`src/rtl/lp_decimate_pkg.sv`:
```
// Shared widths and sample/vector types for the 8-in / 4-kept lowpass decimator.
package lp_decimate_pkg;
  localparam int NSAMP_C    = 8;
  localparam int IN_BITS_C  = 13;
  localparam int OUT_BITS_C = 12;
  localparam int NKEEP_C    = NSAMP_C / 2;

  typedef logic signed [IN_BITS_C-1:0]  in_samp_t;
  typedef logic signed [OUT_BITS_C-1:0] out_samp_t;

  typedef logic [NSAMP_C-1:0][IN_BITS_C-1:0]  in_vec_t;
  typedef logic [NSAMP_C-1:0][OUT_BITS_C-1:0] out_vec_t;
endpackage

```
`src/rtl/lp_decimate_pack_if.sv`:
```
// Sample stream bus of lp_decimate_pack: lowpass beats in, packed decimated frames out.
interface lp_decimate_pack_if
  import lp_decimate_pkg::*;
  ();
  in_vec_t  dat_i;
  logic     dat_valid_i;
  logic     sync_i;
  out_vec_t dat_o;
  logic     dat_valid_o;
  logic     sat_o;

  modport master (
    output dat_i, dat_valid_i, sync_i,
    input  dat_o, dat_valid_o, sat_o
  );

  modport slave (
    input  dat_i, dat_valid_i, sync_i,
    output dat_o, dat_valid_o, sat_o
  );
endinterface

```
`src/rtl/lp_requant.sv`:
```
// One-sample requantizer: halve a signed sample. With LP_DECIMATE_ROUND_EN defined it
// rounds half up and clips to the output range; otherwise it truncates and never clips.
module lp_requant #(
  parameter int IN_BITS  = 13,
  parameter int OUT_BITS = 12
) (
  input  logic signed [IN_BITS-1:0]  x_i,
  output logic signed [OUT_BITS-1:0] y_o,
  output logic                       sat_o
);
`ifdef LP_DECIMATE_ROUND_EN
  localparam logic signed [OUT_BITS-1:0] MAX_C = {1'b0, {(OUT_BITS-1){1'b1}}};
  localparam logic signed [OUT_BITS-1:0] MIN_C = {1'b1, {(OUT_BITS-1){1'b0}}};

  function automatic logic signed [IN_BITS-1:0] round_half_up(input logic signed [IN_BITS-1:0] x);
    logic signed [IN_BITS:0] sum;
    sum = $signed({x[IN_BITS-1], x}) + (IN_BITS+1)'(1);
    return IN_BITS'(sum >>> 1);
  endfunction

  // In range when every bit above the output sign bit matches it.
  function automatic logic in_range(input logic signed [IN_BITS-1:0] v);
    return (&v[IN_BITS-1:OUT_BITS-1]) || !(|v[IN_BITS-1:OUT_BITS-1]);
  endfunction

  function automatic logic signed [OUT_BITS-1:0] saturate(input logic signed [IN_BITS-1:0] v);
    if (in_range(v)) return v[OUT_BITS-1:0];
    return v[IN_BITS-1] ? MIN_C : MAX_C;
  endfunction

  logic signed [IN_BITS-1:0] rnd;

  always_comb begin
    rnd   = round_half_up(x_i);
    y_o   = saturate(rnd);
    sat_o = !in_range(rnd);
  end
`else
  function automatic logic signed [OUT_BITS-1:0] truncate(input logic signed [IN_BITS-1:0] x);
    return OUT_BITS'(x >>> 1);
  endfunction

  assign y_o   = truncate(x_i);
  assign sat_o = 1'b0;
`endif
endmodule

```
`src/rtl/lp_decimate_pack.sv`:
```
// Decimate-by-2 of an 8-sample lowpass beat, requantize to 12 bits and pack two beats
// into one 8-sample output frame. Rounding/saturation selected by LP_DECIMATE_ROUND_EN.
module lp_decimate_pack
  import lp_decimate_pkg::*;
#(
  parameter int NSAMP    = NSAMP_C,
  parameter int IN_BITS  = IN_BITS_C,
  parameter int OUT_BITS = OUT_BITS_C
) (
  input  logic               clk_i,
  input  logic               rst_ni,
  lp_decimate_pack_if.slave  bus
);
  localparam int NKEEP = NSAMP / 2;

  logic [NKEEP-1:0][OUT_BITS-1:0] rq_samp;
  logic [NKEEP-1:0]               rq_sat;
  logic [NKEEP-1:0]               unused_odd;

  for (genvar k = 0; k < NKEEP; k++) begin : g_keep
    lp_requant #(.IN_BITS(IN_BITS), .OUT_BITS(OUT_BITS)) u_requant (
      .x_i   (bus.dat_i[2*k]),
      .y_o   (rq_samp[k]),
      .sat_o (rq_sat[k])
    );
    assign unused_odd[k] = ^bus.dat_i[2*k+1];
  end

  // Stage 1: requantized even samples with their qualifiers
  logic [NKEEP-1:0][OUT_BITS-1:0] samp_p1_d, samp_p1_q;
  logic [NKEEP-1:0]               sat_p1_d,  sat_p1_q;
  logic                           vld_p1_d,  vld_p1_q;
  logic                           sync_p1_d, sync_p1_q;

  always_comb begin
    samp_p1_d = rq_samp;
    sat_p1_d  = rq_sat;
    vld_p1_d  = bus.dat_valid_i;
    sync_p1_d = bus.sync_i & bus.dat_valid_i;
  end

  always_ff @(posedge clk_i or negedge rst_ni) begin
    if (!rst_ni) begin
      samp_p1_q <= '0;
      sat_p1_q  <= '0;
      vld_p1_q  <= 1'b0;
      sync_p1_q <= 1'b0;
    end else begin
      samp_p1_q <= samp_p1_d;
      sat_p1_q  <= sat_p1_d;
      vld_p1_q  <= vld_p1_d;
      sync_p1_q <= sync_p1_d;
    end
  end

  // Stage 2: half-frame pairing; sync always restarts a frame, dropping any held half
  logic                           phase_d,    phase_q;
  logic [NKEEP-1:0][OUT_BITS-1:0] hold_d,     hold_q;
  logic                           hold_sat_d, hold_sat_q;
  logic [NSAMP-1:0][OUT_BITS-1:0] dat_p2_d,   dat_p2_q;
  logic                           vld_p2_d,   vld_p2_q;
  logic                           sat_p2_d,   sat_p2_q;

  always_comb begin
    phase_d    = phase_q;
    hold_d     = hold_q;
    hold_sat_d = hold_sat_q;
    dat_p2_d   = dat_p2_q;
    vld_p2_d   = 1'b0;
    sat_p2_d   = 1'b0;
    if (vld_p1_q) begin
      if (!phase_q || sync_p1_q) begin
        hold_d     = samp_p1_q;
        hold_sat_d = |sat_p1_q;
        phase_d    = 1'b1;
      end else begin
        dat_p2_d = {samp_p1_q, hold_q};
        vld_p2_d = 1'b1;
        sat_p2_d = hold_sat_q | (|sat_p1_q);
        phase_d  = 1'b0;
      end
    end
  end

  always_ff @(posedge clk_i or negedge rst_ni) begin
    if (!rst_ni) begin
      phase_q    <= 1'b0;
      hold_q     <= '0;
      hold_sat_q <= 1'b0;
      dat_p2_q   <= '0;
      vld_p2_q   <= 1'b0;
      sat_p2_q   <= 1'b0;
    end else begin
      phase_q    <= phase_d;
      hold_q     <= hold_d;
      hold_sat_q <= hold_sat_d;
      dat_p2_q   <= dat_p2_d;
      vld_p2_q   <= vld_p2_d;
      sat_p2_q   <= sat_p2_d;
    end
  end

  assign bus.dat_o       = dat_p2_q;
  assign bus.dat_valid_o = vld_p2_q;
  assign bus.sat_o       = sat_p2_q;
endmodule

```
`src/flat_wrapper.sv`:
```
// flat-port wrapper written by rule: the top's interface ports become plain ports
module lp_decimate_pack_flat import lp_decimate_pkg::*;
#(
  parameter int NSAMP    = NSAMP_C,
  parameter int IN_BITS  = IN_BITS_C,
  parameter int OUT_BITS = OUT_BITS_C
)
  (clk_i, rst_ni, bus_dat_i, bus_dat_valid_i, bus_sync_i, bus_dat_o, bus_dat_valid_o, bus_sat_o);
  lp_decimate_pack_if bus_i ();
  input  logic clk_i;
  input  logic rst_ni;
  input wire logic [$bits(bus_i.dat_i)-1:0] bus_dat_i;
  input wire logic [$bits(bus_i.dat_valid_i)-1:0] bus_dat_valid_i;
  input wire logic [$bits(bus_i.sync_i)-1:0] bus_sync_i;
  output wire logic [$bits(bus_i.dat_o)-1:0] bus_dat_o;
  output wire logic [$bits(bus_i.dat_valid_o)-1:0] bus_dat_valid_o;
  output wire logic [$bits(bus_i.sat_o)-1:0] bus_sat_o;
  assign bus_i.dat_i = bus_dat_i;
  assign bus_i.dat_valid_i = bus_dat_valid_i;
  assign bus_i.sync_i = bus_sync_i;
  assign bus_dat_o = bus_i.dat_o;
  assign bus_dat_valid_o = bus_i.dat_valid_o;
  assign bus_sat_o = bus_i.sat_o;
  lp_decimate_pack #(.NSAMP(NSAMP), .IN_BITS(IN_BITS), .OUT_BITS(OUT_BITS)) u_core (.clk_i(clk_i), .rst_ni(rst_ni), .bus(bus_i));
endmodule
```
`config.mk`:
```
export PLATFORM = sky130hd
export DESIGN_NAME = lp_decimate_pack_flat
export DESIGN_NICKNAME = d
export VERILOG_FILES = /design/src/rtl/lp_decimate_pkg.sv /design/src/rtl/lp_decimate_pack_if.sv /design/src/rtl/lp_requant.sv /design/src/rtl/lp_decimate_pack.sv /design/src/flat_wrapper.sv
export SDC_FILE = /design/constraint.sdc
export NUM_CORES = 1
export LEC_CHECK = 0
export CORE_UTILIZATION = 43
export DETAILED_ROUTE_END_ITERATION = 16
export HOLD_SLACK_MARGIN = 0.12
export PLACE_DENSITY = 0.76
export SETUP_SLACK_MARGIN = 0.1
export SLEW_MARGIN = 20
export SYNTH_ARGS = -nofsm -noshare
export SYNTH_HDL_FRONTEND = slang
export SYNTH_HIERARCHICAL = 1
export SYNTH_SLANG_ARGS = --single-unit
```
`constraint.sdc`:
```
create_clock -name clk_i -period 1.4 [get_ports clk_i]
set_input_delay 0.35 -clock clk_i [delete_from_list [all_inputs] [get_ports clk_i]]
set_output_delay 0.35 -clock clk_i [all_outputs]
set_load 0.005 [all_outputs]
```
### Yosys cells after proc, flatten, opt, wreduce, memory -nomap -nowiden

Index checks and enable logic that the tools add are counted.

* input port bits: 108
* output and inout port bits: 98
* logic and storage cells: 33
* register bits after elaboration: 198

* muxes and demuxes: 5
* bitwise logic cells: 2
* reductions and logical operators: 4

Operators with widths (number)
* $mux 1: 5
* $reduce_and 2->1: 2
* $and 1x1->1: 1
* $logic_not 1->1: 1
* $logic_or 1x1->1: 1
* $not 1->1: 1

### Longest topological paths before layout

Gate-level depths: netlist of run 1.

* depth in word-level cells: 4
* gate-level depth with buffers: 6
* mapped depth without buffers: 3

### Cells and area by module

Netlist of run 1, hierarchy kept.

By module, submodules not included
* lp_decimate_pack: cells each 373, times used 1, area an instance 6915.4 sq um, seq. area each 5054.8 sq um
* lp_requant: cells each 14, times used 4, area an instance 101.3 sq um, seq. area each 0.0 sq um

### Least setup slack after synthesis of run 1

OpenSTA, ideal clock, no wires.

* path type: flip-flop to flip-flop
* start: register u_core.sync_p1_q
* end: register u_core.dat_p2_q (netlist bit u_core/bus.dat_o[0])
* path buffers: 3
* setup time: 125 ps
* period minus slack after synthesis: 1346 ps
* arrival time: 1221 ps
* required time: 1275 ps
* setup slack: 54 ps
* stages on the path, launching flop included: 6
* cells stage by stage: dfrtp_1 nand3b_1 buf_2 buf_6 buf_6 mux2_4

* word-level cells in the longest chain between the ends: 3

Ends and longest elaborated chain
* start: declaration: RTL line lp_decimate_pack.sv:33 `logic sync_p1_d, sync_p1_q;`
* start signal: assignment: RTL line lp_decimate_pack.sv:52 `sync_p1_q <= sync_p1_d;`
* $logic_or 1x1->1: RTL line lp_decimate_pack.sv:72 `if (!phase_q || sync_p1_q) begin`
* $not 1->1 (no source line)
* $reduce_and 2->1 (no source line)
* end signal: assignment: RTL line lp_decimate_pack.sv:97 `dat_p2_q <= dat_p2_d;`
* end: declaration: RTL line lp_decimate_pack.sv:60 `logic [NSAMP-1:0][OUT_BITS-1:0] dat_p2_d, dat_p2_q;`

No other way between the ends.
A chain may end at the register's enable or synchronous reset.

### Worst setup path after layout of run 1

* start: register u_core.sync_p1_q
* end: register u_core.dat_p2_q (netlist bit u_core/bus.dat_o[2])

The elaborated chain is that of the path after synthesis.

==> results.ini, run 1 <==
[setup_path]
critical_path_class=flop to flop
crit_required_ns=1.77
worst-endpoint-arrival_ns=1.79
timing.critical_path.to_type=flop
timing.critical_path.fanout_max=23
setup.worst_path.start_class=flop

[floorplanning]
die_width_um=132.5
placementRows=47
io_pins=206
start_util_pct=44.15
die_height_um=132.5
dieArea_um2=17550
fp.coreArea_um2=16580

[logic_synthesis]
postSynthCellCount=429
synthDistinctLibCells=13
synth.ff_latch_count=202
syn_area_per_cell_um2=17.06
synth_fp_nets=537
sequential_area_share_after_synthesis_pct=69.05
mappedNetlistArea_um2=7321
synth_warnings=6

[run_status]
violations=negative setup slack
status=finished with violations

[cts]
cts.sinks=202
deepest_level_of_the_cts_h_tree=1
clk_path_buf_depth=3
total_clock_buffers_created_by_cts=22
clock-root-buffer=clkbuf_16
clk_pin_slew_worst_paths_ns=0.06
worst_skew_pair_latency_ns=0.49
tritoncts=yes

[routing]
detailedRoute.firstIterationViolations=94
route.detailed.wl_per_inst_um=17.47
routed-via-count=3862
drt_pre_antenna_iters=4
drc_errors=0
ant_nets=0
wirelength_routed_um=14660
drt-vias-per-instance=4.603

[power]
power_leakage_nw=4.681
power_per_standard_cell_area_nw_per_um2=1877
internal-power_mw=14.25
power_frac_seq_pct=42.3
power.share.switching_pct=23.21
comb_power_share_pct=21.3
power_frac_clock_pct=36.4
switching_power_mw=4.308
total_power_mw=18.56
vdd_drop_max_mv=0.9765

[grt]
gr-usage-all-layers_pct=16.97
antenna_found_initial=0
globalRouteMet2Util_pct=28.60
busiest_layer=met2
pin_count_of_the_biggest_net_entering_global_routing=44
use_met1_pct=22.42
global_route.usage.met3_pct=3.602
grt_remaining_overflow=0
grt_pass1_wl_um=23250
grt_pass1_vias=4297

[layout]
flow.area_growth_from_synthesis_pct=35.04
share_of_cells_above_drive_strength_1_pct=56.70
stdcell_area_um2=9886
layout_commonest_cell=dfrtp_1
fin_nets=711
antennaDiodeCount=0
stdcell_count=839
finalCoreUtilization_pct=59.61
layout.cells.most_common_list=dfrtp_1 (202), mux2_2 (98), buf_2 (97)

[placement]
port-buffer-count=149
place_congestion=0.7330
hpwlAfterDp_um=8614
dp_worst_setup_slack_ns=-0.06261
placed_cells=751
dpl_cell_area_um2=8833

[timing]
finalMaxSlewViolations=0
grt_setup_unrepaired=yes
postLayoutSetupSlackWorst_ns=-0.02647
min_period_over_period_pct=101.9
period_needed_ns=1.426
hold_violations=0
fmaxAchievable_mhz=701.0
clock_skew_ns=0.009317
setup_violations=33

[min_path]
worst_min_path_class=input port to flop

[run]
max_cap_viol_count=0

-- stage by stage --
step	hold slack, ns	setup TNS [ns]
after floorplan	0.05441	0
after global placement	0.2771	-0.6841
after detailed placement	0.2766	-0.9811
after CTS	0.2763	-0.6347
after global routing	0.2765	-6.053
final	0.2957	-0.3832
-- cells in the mapped netlist --
library cell / n / area [um^2]
and2_1: 1 / 6.260
buf_2: 11 / 55.05
buf_4: 53 / 397.9
buf_6: 4 / 45.04
conb_1: 4 / 15.01
dfrtp_1: 202 / 5055
inv_1: 2 / 7.510
mux2_2: 127 / 1430
mux2_4: 18 / 270.3
nand3b_1: 1 / 7.510
nor2_1: 4 / 15.01
o21ai_2: 1 / 8.760
or4_1: 1 / 7.510
-- cell families (layout without fill, tap and decap cells) --
kind of cell	Yosys count	in the layout	synth area share (%)
compound gates	1	1	0.1197
buf+inv	70	260	6.905
flops	202	202	69.05
simple gates	7	7	0.4957
other cells	4	4	0.2050
mux	145	145	23.23
-- registers in the layout (all words and copies together), names as in the netlist --
register                count
u_core/sync_p1_q            1
u_core/sat_p1_q             4
u_core/bus.sat_o            1
u_core/bus.dat_valid_o      1
u_core/bus.dat_o           96
u_core/phase_q              1
u_core/samp_p1_q           48
u_core/hold_sat_q           1
u_core/vld_p1_q             1
u_core/hold_q              48
-- path summary, 6_finish.rpt --
kind | endpoint | cells past startpoint | start | slack (ns)
worst min register to register | u_core/bus.dat_o[79] | 1 | u_core/bus.dat_o[79] | 0.50
worst max register to register | u_core/bus.dat_o[2] | 4 | u_core/sync_p1_q | -0.03
max in group asynchronous | u_core/hold_q[20] | 3 | rst_ni | 0.54
worst min-delay path | u_core/samp_p1_q[46] | 1 | bus_dat_i[89] | 0.30
min in group asynchronous | u_core/samp_p1_q[26] | 2 | rst_ni | 0.32
worst max-delay path | u_core/bus.dat_o[2] | 4 | u_core/sync_p1_q | -0.03
-- worst max-delay path: stages, from the launching register on --
cell and delay (ns):
dfrtp_1 0.40, nand3b_1 0.24, buf_4 0.19, buf_12 0.16, mux2_4 0.31
-- power groups by stage --
| stage | clock network, mW | logic, mW | registers [mW] |
|---|---|---|---|
| 4_1_cts | 6.93 | 3.75 | 7.84 |
| 3_5_place_dp | 0 | 3.99 | 7.98 |
| 2_1_floorplan | 0 | 1.58 | 7.88 |
| 5_1_grt | 7.12 | 4.24 | 7.99 |
| 3_3_place_gp | 0 | 3.90 | 7.89 |
| 6_report | 6.76 | 3.95 | 7.84 |
-- layout make-up --
cell class	instances	area (um^2)
clock buffers	30	641.9
fillers	1292	6698
repair buffers	218	1797
well taps	220	275.3
clock inverters	10	232.7
flip-flops and latches	202	5055
multi-input cells	157	1877
inverters	2	7.507
-- layer usage --
metal / part of all wire [%] / vias to the layer above
li1: - / 1746
met2: 50 / 112
met1: 44 / 1989
met4: 1.3 / 0
met3: 4.8 / 15
met5: 0 / -
-- repair_timing --
action,in CTS,in global routing
cloned,5,2
setup endpoints to repair,243,243
endpoints found under the hold margin,198,0
resized for setup,425,10
buffers inserted,27,13
hold buffers,1,0
(Power assumes the default switching activity.)
==> run 2: changes to the inputs <==
--- a/config.mk
+++ b/config.mk
@@ -8,6 +8,7 @@
 export CORE_UTILIZATION = 43
 export DETAILED_ROUTE_END_ITERATION = 16
 export HOLD_SLACK_MARGIN = 0.12
+export MAX_ROUTING_LAYER = met4
 export PLACE_DENSITY = 0.76
 export SETUP_SLACK_MARGIN = 0.1
 export SLEW_MARGIN = 20
==> run 2 against run 1 <==
Hold slack is essentially flat. Core utilization is the same. Sequential cell count is the same. Maximum frequency is essentially flat. First-iteration DRC count grew 4.3%. Power is essentially flat. Cell area is the same. Critical path depth is the same. Setup slack lost 0.0014 ns. Sequential power is essentially flat. Combinational power is essentially flat. Via count grew 0.34%. Critical endpoint unchanged. The run still ends with negative setup slack left.
==> results.ini, run 2 (synthesis gave the netlist of run 1 again) <==
[power]
power_frac_seq_pct=42.3
power_per_standard_cell_area_nw_per_um2=1877
vdd_drop_max_mv=0.9747
power_frac_clock_pct=36.4
power_leakage_nw=4.681
internal-power_mw=14.25
power.share.switching_pct=23.19
switching_power_mw=4.302
comb_power_share_pct=21.3

[cts]
deepest_level_of_the_cts_h_tree=1
tritoncts=yes
clock-root-buffer=clkbuf_16
clk_path_buf_depth=3
total_clock_buffers_created_by_cts=22
cts.sinks=202
clk_pin_slew_worst_paths_ns=0.06
worst_skew_pair_latency_ns=0.49

[setup_path]
critical_path.max_stage_delay_ns=0.40
worstReg2RegStart=u_core/sync_p1_q
critPathBufInv=2
crit-reg2reg-capture=u_core/bus.dat_o[2]
reg2reg_slack_ns=-0.03
crit_required_ns=1.77
timing.critical_path.to_type=flop
path_cells=nand3b_1 -> buf_4 -> buf_12 -> mux2_4
critical_path.slowest_cell=dfrtp_1
setup.worst_path.start_class=flop
critical_path.top_delay_family=flip-flops
worst-endpoint-arrival_ns=1.80
critical_path_class=flop to flop
timing.critical_path.fanout_max=23
rr_worst_depth=4

[timing]
timing.hold.ws_ns=0.2956
clock_skew_ns=0.008974
grt_setup_unrepaired=yes
finalMaxSlewViolations=0
hold_violations=0
min_period_over_period_pct=102.0
fmaxAchievable_mhz=700.4
postLayoutSetupSlackWorst_ns=-0.02783
period_needed_ns=1.428
setup_violations=34

[floorplanning]
die_width_um=132.5
placementRows=47
die_height_um=132.5
start_util_pct=44.15
io_pins=206
fp.coreArea_um2=16580
dieArea_um2=17550

[layout]
share_of_cells_above_drive_strength_1_pct=56.70
flow.area_growth_from_synthesis_pct=35.04
fin_nets=711
layout.cells.most_common_list=dfrtp_1 (202), mux2_2 (98), buf_2 (97)
number_of_inserted_filler_cells_in_the_final_layout=1292
largest_register_ff_count=96
antennaDiodeCount=0
stdcell_count=839
finalCoreUtilization_pct=59.61
layout_commonest_cell=dfrtp_1

[min_path]
hold_path.startpoint=bus_dat_i[89]
worst_min_path_class=input port to flop
hold_depth=1
worst_hold_path.endpoint=u_core/samp_p1_q[46]

[placement]
placed_cells=751
place_congestion=0.7461
port-buffer-count=149
hpwlAfterDp_um=8614
dp_worst_setup_slack_ns=-0.06261

[routing]
routed-wl-met3_um=679
drt-vias-per-instance=4.619
wirelength_routed_um=14640
drc_errors=0
route.detailed.wl_per_inst_um=17.45
routed-via-count=3875
drt_pre_antenna_iters=4
route.layer.met1.wl_um=6477
detailedRoute.firstIterationViolations=98
met2_length_um=7289
ant_nets=0
top_routing_layer_in_use=met4

[grt]
antenna_found_initial=0
grt_remaining_overflow=0
grt_pass1_wl_um=23180
gr-usage-all-layers_pct=17.48
pin_count_of_the_biggest_net_entering_global_routing=44
grt_pass1_vias=4309

[run_status]
status=finished with violations
violations=negative setup slack

[run]
max_cap_viol_count=0

[run 2: layout make-up]
class	count	area, um^2	area share [%]
flip-flops and latches	202	5055	51.13
multi-input cells	157	1877	18.98
repair buffers	218	1797	18.17
clock buffers	30	641.9	6.493
well taps	220	275.3	2.784
clock inverters	10	232.7	2.354
inverters	2	7.507	0.07594
[run 2: metal layers]
| layer | up-vias | track usage [%] |
|---|---|---|
| met3 | 15 | 3.448 |
| met5 | - | - |
| met1 | 2001 | 22.44 |
| met4 | 0 | 4.342 |
| met2 | 112 | 28.63 |
| li1 | 1747 | - |
[run 2: what timing repair did]
action                     4_1_cts  5_1_grt
resized for setup              425       10
setup endpoints to repair      243      243
hold buffers                     1        0
pin swaps                        0        0
hold endpoints to repair       198        0
cloned                           5        2
setup buffers                   27       13
[run 2: worst max-delay path by stage]
stage | startpoint | to | slack [ns] | cells past startpoint
global route | u_core/sync_p1_q | u_core/bus.dat_o[71] | -0.07 | 4
floorplan | u_core/sync_p1_q | u_core/bus.dat_o[0] | 0.06 | 5
detailed placement | u_core/vld_p1_q | u_core/bus.dat_o[50] | -0.06 | 3
global placement | u_core/vld_p1_q | u_core/bus.dat_o[54] | -0.04 | 3
CTS | u_core/sync_p1_q | u_core/bus.dat_o[2] | -0.03 | 4
finish | u_core/sync_p1_q | u_core/bus.dat_o[2] | -0.03 | 4
[run 2: worst register-to-register path, delay by kind of cell (launching register included)]
| kind | cells | cell delay (ns) |
|---|---|---|
| buf+inv | 2 | 0.35 |
| flops | 1 | 0.40 |
| mux | 1 | 0.32 |
| simple gates | 1 | 0.25 |
[run 2: power groups by stage]
stage,clock [mW],combinational (mW),sequential (mW)
floorplan,0,1.58,7.88
global placement,0,3.90,7.89
detailed placement,0,3.99,7.98
CTS,6.93,3.75,7.84
global route,7.12,4.24,7.99
finish,6.76,3.95,7.84
[run 2: per-stage QoR]
stage | total power, mW | TNS (ns) | area, um^2
after floorplan | 9.466 | 0 | 7338
after detailed placement | 11.97 | -0.9811 | 8833
after global routing | 19.34 | -6.076 | 9886
final | 18.55 | -0.4040 | 9886
after global placement | 11.79 | -0.6841 | 8833
after CTS | 18.52 | -0.6347 | 9701
==> run 3: changes to the inputs <==
--- a/config.mk
+++ b/config.mk
@@ -6,6 +6,7 @@
 export NUM_CORES = 1
 export LEC_CHECK = 0
 export CORE_UTILIZATION = 43
+export CTS_CLUSTER_DIAMETER = 200
 export DETAILED_ROUTE_END_ITERATION = 16
 export HOLD_SLACK_MARGIN = 0.12
 export MAX_ROUTING_LAYER = met4
==> constraint.sdc (replaced) <==
create_clock -name clk_i -period 1.4 [get_ports clk_i]
set_input_delay 0.35 -clock clk_i [delete_from_list [all_inputs] [get_ports clk_i]]
set_output_delay 0.35 -clock clk_i [all_outputs]
set_load 0.02 [all_outputs]
==> run 3 against run 2 <==
The flow still finishes with violations (negative setup slack). Maximum frequency increased by 0.38%. Clock power decreased by 16%. Cell count decreased by 0.48%. Sequential share of layout area decreased by 2.2 points. Global-route usage decreased by 1.2 points. Power increased by 6.9%. Sequential power increased by 2.9%. Cell area increased by 4.6%. Routed wire length decreased by 0.14%. Core utilization increased by 2.7 points. Critical path type unchanged. Critical endpoint is now u_core/bus.dat_o[16].
==> results.ini, run 3 (synthesis gave the netlist of run 1 again) <==
[setup_path]
timing.critical_path.fanout_max=20
setup.worst_path.start_class=flop
timing.critical_path.to_type=flop
rr_worst_depth=4
critical_path_class=flop to flop
worst-endpoint-arrival_ns=1.79
crit_required_ns=1.77

[timing]
setup_violations=45
finalMaxSlewViolations=0
postLayoutSetupSlackWorst_ns=-0.02244
min_period_over_period_pct=101.6
timing.hold.ws_ns=0.2961
clock_skew_ns=0.01165
grt_setup_unrepaired=yes
period_needed_ns=1.422
hold_violations=0
timing.setup.tns_ns=-0.4400
fmaxAchievable_mhz=703.0

[cts]
cts.sinks=202
worst_skew_pair_latency_ns=0.49
total_clock_buffers_created_by_cts=22
deepest_level_of_the_cts_h_tree=1
clk_pin_slew_worst_paths_ns=0.06
clk_path_buf_depth=3
tritoncts=yes
clock-root-buffer=clkbuf_16

[routing]
drt-vias-per-instance=4.634
routed-via-count=3869
route.detailed.wl_per_inst_um=17.51
drc_errors=0
ant_nets=0
drt_pre_antenna_iters=4
detailedRoute.firstIterationViolations=145
wirelength_routed_um=14620

[floorplanning]
die_width_um=132.5
die_height_um=132.5
fp.coreArea_um2=16580
start_util_pct=44.15
placementRows=47
dieArea_um2=17550
io_pins=206

[min_path]
hold_depth=1
worst_min_path_class=input port to flop

[grt]
pin_count_of_the_biggest_net_entering_global_routing=44
gr-usage-all-layers_pct=16.31
grt_remaining_overflow=0
antenna_found_initial=0
grt_pass1_wl_um=22030
grt_pass1_vias=4218

[layout]
final-seq-area_um2=5055
fin_nets=709
stdcell_count=835
number_of_inserted_filler_cells_in_the_final_layout=1172
stdcell_area_um2=10340
share_of_cells_above_drive_strength_1_pct=55.61
antennaDiodeCount=0
layout_commonest_cell=dfrtp_1
finalCoreUtilization_pct=62.35
largest_register_ff_count=96
layout.cells.most_common_list=dfrtp_1 (202), buf_6 (103), mux2_2 (97)
flow.area_growth_from_synthesis_pct=41.24
multiInputGateArea_um2=1881

[placement]
placed_cells=751
place_congestion=0.7462
port-buffer-count=149
dpl_cell_area_um2=8831
hpwlAfterDp_um=8646
dp_worst_setup_slack_ns=-0.06316

[power]
power_frac_clock_pct=28.7
total_power_mw=19.83
power_per_standard_cell_area_nw_per_um2=1918
comb_power_share_pct=30.6
power_leakage_nw=4.819
power.share.switching_pct=27.42
internal-power_mw=14.39
switching_power_mw=5.438
power_frac_seq_pct=40.7
vdd_drop_max_mv=1.013

[run_status]
violations=negative setup slack
status=finished with violations

[run]
max_cap_viol_count=0

-- run 3: cell count changes in the layout (fill, tap and decap cells not counted), moves of 2 or more --
cell,previous run,this run
buf_2,97,0
buf_6,7,103
clkbuf_1,3,9
buf_16,5,0
bufinv_16,7,2
clkbuf_16,25,30
buf_4,46,43
clkinvlp_4,3,0
buf_12,8,10
-- run 3: per-layer routing --
metal  wire length, um  global-route usage, %  up-vias  share of wire (%)
met4               153                  4.087        0                1.0
met1              6463                  21.12     1995                 44
met2              7267                  26.02      113                 50
met3               738                  3.793       15                5.0
met5                 0                      -        -                  0
li1                  -                      -     1746                  -
-- run 3: power groups by stage --
stage	combinational (mW)	sequential (mW)	clock, mW
global route	6.37	8.23	6.14
CTS	5.67	8.04	5.85
floorplan	1.58	8.95	0
finish	6.07	8.07	5.69
detailed placement	5.09	7.97	0
global placement	4.99	7.89	0
-- run 3: area by class of cell --
type	instances	area share, %
Clock inverter	2	0.5808
Timing Repair Buffer	216	23.18
Tap cell	220	2.662
Inverter	2	0.07260
Sequential cell	202	48.89
Multi-Input combinational cell	157	18.19
Clock buffer	36	6.425
-- run 3: critical path: stages, from the launching register on --
cell	delay, ns
dfrtp_1	0.40
nand3b_1	0.25
buf_4	0.20
buf_12	0.15
mux2_4	0.30
-- run 3: final timing paths --
check                      slack (ns)            startpoint              endpoint
max                             -0.02      u_core/sync_p1_q  u_core/bus.dat_o[16]
min                              0.30         bus_dat_i[62]  u_core/samp_p1_q[33]
max reg2reg                     -0.02      u_core/sync_p1_q  u_core/bus.dat_o[16]
min reg2reg                      0.50  u_core/samp_p1_q[41]     u_core/hold_q[41]
max in group asynchronous        0.54                rst_ni  u_core/bus.dat_o[20]
min in group asynchronous        0.31                rst_ni     u_core/hold_q[24]
-- run 3: repair_timing --
action                                  CTS  global route
hold endpoints to repair                202             0
gates resized for setup                 585            43
setup buffers                            24            11
hold buffers                              1             0
gates cloned                              0            10
pin swaps                                 0             2
endpoints found under the setup margin  243           243
